`src/rtl/act_pkg.sv`:
```
// rtl/act_pkg.sv - Shared state encoding, word width, layer codes and output count for the activation sequencer
package act_pkg;
    localparam int WORD_W = 64;
    localparam int N_OUT  = 2;

    localparam logic LAYER_HID = 1'b0;
    localparam logic LAYER_OUT = 1'b1;

    typedef enum logic [2:0] {
        S_IDLE,
        S_ACC,
        S_ACT_SEND,
        S_ACT_WAIT,
        S_MID_WR,
        S_CMP,
        S_FIN
    } state_t;
endpackage

```
`src/rtl/pos_dbl_cmp.sv`:
```
// rtl/pos_dbl_cmp.sv - Greater-than on positive IEEE-754 doubles
// For sign-clear doubles the bit patterns order the same way as the values, so an integer compare suffices.
module pos_dbl_cmp
    import act_pkg::*;
#(
    parameter int W = WORD_W
) (
    input  logic [W-1:0] a_i,
    input  logic [W-1:0] b_i,
    output logic         a_gt_b_o
);
    assign a_gt_b_o = (a_i > b_i);
endmodule

```
`src/rtl/act_sequencer.sv`:
```
// rtl/act_sequencer.sv - Walks one sample through hidden and output neurons, writes hidden results and the class bit
module act_sequencer #(
    parameter int N_HID  = 4,
    parameter int WORD_W = 64
) (
    input  logic              clk,
    input  logic              rst,
    input  logic              start,
    input  logic [31:0]       sample_idx,
    output logic              busy,
    output logic              done,
    output logic              acc_req,
    output logic              acc_layer,
    output logic [31:0]       acc_idx,
    input  logic              acc_valid,
    input  logic [WORD_W-1:0] acc_data,
    output logic              act_in_valid,
    input  logic              act_in_ready,
    output logic [WORD_W-1:0] act_in_data,
    input  logic              act_out_valid,
    input  logic [WORD_W-1:0] act_out_data,
    output logic              mid_we,
    output logic [31:0]       mid_addr,
    output logic [WORD_W-1:0] mid_wdata,
    output logic              cls_we,
    output logic [31:0]       cls_addr,
    output logic              cls_bit
);
    import act_pkg::*;

    state_t            state_q, state_d;
    logic [31:0]       n_q, n_d;
    logic              layer_q, layer_d;
    logic [31:0]       sample_q, sample_d;
    logic [WORD_W-1:0] operand_q, operand_d;
    logic [WORD_W-1:0] result_q, result_d;
    logic [WORD_W-1:0] out_q [N_OUT];
    logic [WORD_W-1:0] out_d [N_OUT];
    logic              a_gt_b;

    pos_dbl_cmp #(.W(WORD_W)) u_cmp (
        .a_i      (out_q[0]),
        .b_i      (out_q[1]),
        .a_gt_b_o (a_gt_b)
    );

    always_ff @(posedge clk) begin
        if (rst) begin
            state_q   <= S_IDLE;
            n_q       <= '0;
            layer_q   <= LAYER_HID;
            sample_q  <= '0;
            operand_q <= '0;
            result_q  <= '0;
            for (int k = 0; k < N_OUT; k++) out_q[k] <= '0;
        end else begin
            state_q   <= state_d;
            n_q       <= n_d;
            layer_q   <= layer_d;
            sample_q  <= sample_d;
            operand_q <= operand_d;
            result_q  <= result_d;
            for (int k = 0; k < N_OUT; k++) out_q[k] <= out_d[k];
        end
    end

    always_comb begin
        state_d      = state_q;
        n_d          = n_q;
        layer_d      = layer_q;
        sample_d     = sample_q;
        operand_d    = operand_q;
        result_d     = result_q;
        out_d        = out_q;
        busy         = 1'b0;
        done         = 1'b0;
        acc_req      = 1'b0;
        acc_layer    = 1'b0;
        acc_idx      = '0;
        act_in_valid = 1'b0;
        act_in_data  = '0;
        mid_we       = 1'b0;
        mid_addr     = '0;
        mid_wdata    = '0;
        cls_we       = 1'b0;
        cls_addr     = '0;
        cls_bit      = 1'b0;

        unique case (state_q)
            S_IDLE: begin
                if (start) begin
                    sample_d = sample_idx;
                    n_d      = '0;
                    layer_d  = LAYER_HID;
                    state_d  = S_ACC;
                end
            end
            S_ACC: begin
                busy      = 1'b1;
                acc_req   = 1'b1;
                acc_layer = layer_q;
                acc_idx   = n_q;
                if (acc_valid) begin
                    operand_d = acc_data;
                    state_d   = S_ACT_SEND;
                end
            end
            S_ACT_SEND: begin
                busy         = 1'b1;
                act_in_valid = 1'b1;
                act_in_data  = operand_q;
                if (act_in_ready) state_d = S_ACT_WAIT;
            end
            S_ACT_WAIT: begin
                busy = 1'b1;
                if (act_out_valid) begin
                    if (layer_q == LAYER_HID) begin
                        result_d = act_out_data;
                        state_d  = S_MID_WR;
                    end else begin
                        out_d[n_q[0]] = act_out_data;
                        if (n_q == 32'd1) begin
                            state_d = S_CMP;
                        end else begin
                            n_d     = 32'd1;
                            state_d = S_ACC;
                        end
                    end
                end
            end
            S_MID_WR: begin
                busy      = 1'b1;
                mid_we    = 1'b1;
                mid_addr  = n_q;
                mid_wdata = result_q;
                if (n_q == 32'(N_HID - 1)) begin
                    layer_d = LAYER_OUT;
                    n_d     = '0;
                end else begin
                    n_d = n_q + 32'd1;
                end
                state_d = S_ACC;
            end
            S_CMP: begin
                busy     = 1'b1;
                cls_we   = 1'b1;
                cls_addr = sample_q;
                cls_bit  = ~a_gt_b;
                state_d  = S_FIN;
            end
            S_FIN: begin
                busy    = 1'b1;
                done    = 1'b1;
                state_d = S_IDLE;
            end
            default: state_d = S_IDLE;
        endcase

        // Outputs stay quiet during reset so an abort can never leak a write pulse.
        if (rst) begin
            busy         = 1'b0;
            done         = 1'b0;
            acc_req      = 1'b0;
            acc_layer    = 1'b0;
            acc_idx      = '0;
            act_in_valid = 1'b0;
            act_in_data  = '0;
            mid_we       = 1'b0;
            mid_addr     = '0;
            mid_wdata    = '0;
            cls_we       = 1'b0;
            cls_addr     = '0;
            cls_bit      = 1'b0;
        end
    end
endmodule

```
`config.mk`:
```
export PLATFORM = sky130hd
export DESIGN_NAME = act_sequencer
export DESIGN_NICKNAME = d
export VERILOG_FILES = /design/src/rtl/act_pkg.sv /design/src/rtl/pos_dbl_cmp.sv /design/src/rtl/act_sequencer.sv
export SDC_FILE = /design/constraint.sdc
export NUM_CORES = 1
export LEC_CHECK = 0
export CAP_MARGIN = 20
export CELL_PAD_IN_SITES_DETAIL_PLACEMENT = 0
export CELL_PAD_IN_SITES_GLOBAL_PLACEMENT = 1
export CORE_MARGIN = 5
export CORE_UTILIZATION = 35
export CTS_CLUSTER_DIAMETER = 40
export DETAILED_ROUTE_END_ITERATION = 10
export PLACE_DENSITY_LB_ADDON = 0.25
export SETUP_SLACK_MARGIN = 0.5
export SKIP_LAST_GASP = 1
export SLEW_MARGIN = 20
export SYNTH_ARGS = -nofsm -noshare
export SYNTH_HDL_FRONTEND = slang
export SYNTH_SLANG_ARGS = --single-unit
```
`constraint.sdc`:
```
create_clock -name clk -period 2.72 [get_ports clk]
set_input_delay 0.544 -clock clk [delete_from_list [all_inputs] [get_ports clk]]
set_output_delay 0.544 -clock clk [all_outputs]
set_load 0.01 [all_outputs]
```
Word-level counts from Yosys, hierarchy flattened. Cells that the tools add are included.

Logic and storage cells: 87. Register bits after elaboration: 324. Input bits: 166.

$lt $le $gt $ge: 3. Add/sub/neg operators: 1. Bitwise logic cells: 3. Reductions and logical operators: 12. Equal/unequal tests: 15. Mux-type cells: 45.

Operators by type and width (number): 2-to-1 mux 32 bit (11); 2-to-1 mux 64 bit (5); bitwise mux 128 bit (1); case mux 32 bit (3 select lines) (1); demux 64 bit (select 1 bit) (1); greater-than comparator 64 bit (1); adder 32 x 1 -> 32 bit (second input constant) (1); == test 32 x 1 -> 1 bit (second input constant) (1); == test 32 x 2 -> 1 bit (second input constant) (1); 2-to-1 mux 1 bit (18); 2-to-1 mux 3 bit (6); case mux 3 bit (6 select lines) (1); != test 2 bit (second input constant) (7); == test 3 bit (second input constant) (3); AND reduction 3 bit (3); == test 3 x 2 -> 1 bit (second input constant) (2); OR reduction 6 bit (1); AND reduction 5 bit (1); AND reduction 2 bit (2); AND reduction 4 bit (1); == test 3 x 1 -> 1 bit (second input constant) (1); zero test 3 bit (1); nonzero test 3 bit (1); >= comparator 2 bit (second input constant) (1); 6 further kinds (7).

Depth between registers and ports, before layout.
Word-level depth: 6. Depth in mapped cells: 9. Depth with buffers taken out: 8.

Modules after synthesis. A second synthesis with hierarchy kept.

Cells, all modules: 2027. Area, all modules: 15168.3 um^2.

By module, submodules not included: act_sequencer (seq. area each 6486.2 um^2, times used 1, cells each 1796, area an instance 13538.0 um^2); pos_dbl_cmp (seq. area each 0.0 um^2, times used 1, cells each 231, area an instance 1630.3 um^2).

Least setup slack after synthesis. No wires, ideal clock.

Path kind: input to output. Start point: input port rst. End point: output port cls_bit. Required time: 2.176 ns. Arrival: 1.972 ns. Stages: 7. Path slack: 0.204 ns. Path through: clkbuf_1 nand2b_1 nor3b_2 inv_1 a2111oi_0 nand4_1 o21ai_1.

Longest elaborated chain between the ends: 1.

RTL lines: start, declared (line act_sequencer.sv:7) `input logic rst,`; 2-to-1 mux 1 bit (line act_sequencer.sv:160) `if (rst) begin`; end, declared (line act_sequencer.sv:27) `output logic cls_bit`.

No other way between the ends.

Worst setup path after layout.
Start point: register out_q[53] in the netlist's numbering. End point: output port cls_bit.

Longest elaborated chain between the ends: 4.

RTL lines: start, declared (line act_sequencer.sv:37) `logic [WORD_W-1:0] out_q [N_OUT];`; greater-than comparator 64 bit (line pos_dbl_cmp.sv:12) `assign a_gt_b_o = (a_i > b_i);`; inverter 1 bit (line act_sequencer.sv:148) `cls_bit = ~a_gt_b;`; 2-to-1 mux 1 bit (line act_sequencer.sv:89) `unique case (state_q)`; 2-to-1 mux 1 bit (line act_sequencer.sv:160).

No other way between the ends.

==> out/summary.txt <==
global-route met2 utilization: 37.3%
Synth Cell Area: 0.0150 mm^2
GRT Max-Usage Layer: met2
crit path cell chain: inv_2, ha_4, nand4_1, buf_4, nor4_4, and3_4, o311ai_1, nand4_1, o21ai_2, buf_2
Clock Latency Late Sink: 610 ps
Max IR drop VDD: 0.000534 V
proportion of layout cells with a drive suffix above 1: 28.4%
row cnt: 75
IO buf count: 397
slew margin rel.: 29.6%
status: complete, but fails checks
sequential share of power: 36.8%
H-Tree Depth: 2
DRT Wirelength: 55,500 um
WL/cell: 18.0 um
Final Util: 57.1%
via density per instance: 4.90
gpl congestion: 0.799
routing usage on met1: 26.9%
Synthesized Nets: 2,214
Clk pwr share: 55.5%
syn avg cell area: 7.56 um^2
CP dominant cell by count: nand4_1
number of I/O pins: 398
Psw: 3120 uW
Clock Pin Slew Worst Setup and Hold Paths: 60 ps
peak fanout along the critical path: 3
switching share of power: 23.4%
Core Area: 0.0421 mm^2
pin count of the biggest net entering global routing: 209
FILL cells: 3,862
Leakage: 0.00955 uW
critical path's slowest cell: dfxtp_2
Area growth syn-to-layout: 60.5%
Slew Viols, Final: 0
Crit Path Class: register to output port
number of global-route vias before repair: 14,907
Worst Path Arrival: 2580 ps
Total GRT Usage: 22.1%
final setup margin: -404 ps
failing checks: negative setup slack
Post-synth EDFFs: 0
Cell variety after synth: 60
drt pass-1 iters: 5
# hold bufs at CTS: 0
CTS tree: yes
Int Pwr: 10,200 uW
CTS Sinks: 324
period utilization: 115%
max incr delay on CP: 340 ps
worst hold margin: 448 ps
Worst Tran Pin Value: 1060 ps
initial antenna violation count: 8
CP top delay family: simple AND/OR/NAND/NOR gates
Seq/Total Area, Yosys: 43.3%
Final ANT Viol Nets: 0
Mapped Cells: 1,982
top_reg_cell synth: dfxtp_1
GR Overflow Total: 0
Hold Crit Depth: 2
Starting DRT DRC Count: 898
Worst R2R Path Depth: 12
Die H: 217 um
CP startpoint kind: register
root buf cell: clkbuf_16
Hold Path Sink: operand_q[0]
max cap viols: 0
Initial Util: 35.6%
synth warn: 0
unrepaired setup endpoints after global routing: true
layout net count: 2,721
Final Hold Vio Count: 0
clock buffer count from CTS: 56
Synth area leader: dfxtp_1
met3 usage: 7.24%
via count: 15,076
Max clock buf depth: 3
Post-route DRC: 0
Pwr Density: 555 mW/mm^2
HP Class: register to register
Synth top area share: 43.3%
Crit Reg-Reg Endpoint: n_q[28]
Critical Path RT: 2180 ps
final clock skew: 25.1 ps
power share of the combinational group: 7.7%
die width: 217 um
critical path depth in cells: 10
Worst Path Buf+Inv: 3
crit end category: output port
flop2flop setup slack: 320 ps
HP Start: operand_q[0]
Post-DP HPWL: 33,600 um
register bit total from synthesis: 324
f_max: 0.320 GHz
FF-to-FF Start: state_q[0]
final setup violation count: 116
die area: 0.0471 mm^2
leading post-synthesis cells by cell area: dfxtp_1 (43%), nand2_1 (15%), a21oi_1 (11%)
first-pass GRT wire length: 83,800 um
min Tclk post-route: 3120 ps
post-place setup slack: -354 ps
ys async rst share: 0%
-- Yosys cell counts (all sizes together) (2+ instances only) --
cell type,n
a211oi,2
a21o,5
a21oi,320
a221o,2
a221oi,2
a22oi,2
and2,221
and3,5
and4,10
buf,22
clkbuf,111
dfxtp,324
ha,66
inv,73
nand2,602
nand2b,4
nand3,20
nand3b,2
nand4,24
nor2,55
nor2b,2
nor3,18
nor4,22
nor4b,2
nor4bb,2
o21a,2
o21ai,14
o2bb2ai,2
o311ai,3
o41ai,2
or2,3
or3,2
xnor2,19
xor2,7
-- worst max path at each step --
stage / start / endpoint
2_1_floorplan: rst / cls_bit
3_3_place_gp: rst / cls_bit
3_5_place_dp: out_q[15] / cls_bit
4_1_cts: out_q[50] / cls_bit
5_1_grt: out_q[54] / cls_bit
6_report: out_q[53] / cls_bit
-- placed cells by master (no fill, tap or decap), types with 8 or more instances in the layout --
cell type / count
clkbuf_16: 58
nor4_1: 17
nor2_2: 11
a21oi_1: 317
nor2_1: 41
clkdlybuf4s50_1: 170
ha_1: 58
o21ai_0: 9
buf_16: 24
nand2_1: 600
dfxtp_2: 9
and2_1: 87
buf_12: 38
ha_4: 8
buf_4: 100
bufinv_16: 9
buf_2: 74
dfxtp_1: 314
nand4_1: 23
and4_1: 9
nor3_4: 8
inv_1: 68
nand3_1: 19
nor3_1: 8
buf_6: 162
clkbuf_1: 8
and2_4: 132
xnor2_1: 19
-- worst min-delay path, stage by stage (launching register included) --
cell and delay (ps):
dfxtp_1 300, nand2_1 50, a21oi_1 50
-- cell families after synthesis --
| family | Yosys count | synth area share (%) |
|---|---|---|
| AND/OR/NAND/NOR | 997 | 31.1 |
| XOR/XNOR | 26 | 1.52 |
| buffers and inverters | 206 | 5.39 |
| adder cells (fa/ha/maj) | 66 | 5.51 |
| multiplexers | 1 | 0.150 |
| flip-flops | 324 | 43.3 |
| AO/OA/AOI/OAI | 362 | 13.0 |
-- layout make-up --
type / count / area, um^2 / area share [%]
sequential: 324 / 6500 / 27.0
timing repair buffer: 582 / 6250 / 26.0
antenna: 3 / 7.51 / 0.0312
multi-input combinational: 1452 / 8370 / 34.8
tap: 539 / 674 / 2.80
clock buffer: 71 / 1530 / 6.35
inverter: 73 / 274 / 1.14
clock inverter: 33 / 465 / 1.93
-- through the flow --
stage | power [uW] | cells | area (um^2) | setup TNS [ps]
5_1_grt | 13800 | 3075 | 24100 | -26730
3_3_place_gp | 5820 | 2836 | 19800 | -465
4_1_cts | 13400 | 3012 | 23000 | -43110
2_1_floorplan | 5370 | 1982 | 15000 | 0
6_report | 13400 | 3077 | 24100 | -14060
3_5_place_dp | 5840 | 2836 | 19800 | -428
-- state kept, by name, indices dropped and copies added, names as in the netlist --
register and cells:
result_q 64, sample_q 32, state_q 3, out_q 128, n_q 32, layer_q 1
operand_q 64
-- power by group through the flow --
stage | combinational, uW | clock, uW | sequential, uW
6_report | 1030 | 7410 | 4920
3_5_place_dp | 831 | 0 | 5010
2_1_floorplan | 388 | 0 | 4990
3_3_place_gp | 822 | 0 | 5000
4_1_cts | 956 | 7530 | 4910
5_1_grt | 1110 | 7790 | 4920
-- routing by layer --
layer  vias to the layer above  wire length (um)
met2                       375             27200
met3                        69              4180
li1                       7504                 -
met1                      7124             23100
met4                         4               919
met5                         -                21
-- timing repair --
item                                    CTS  global route
gates cloned                             24             2
setup buffers                            48            60
gates resized for setup                 620           604
endpoints found under the setup margin  233           445
pin swaps                                36            61
Power figures use the tool's default switching activity.
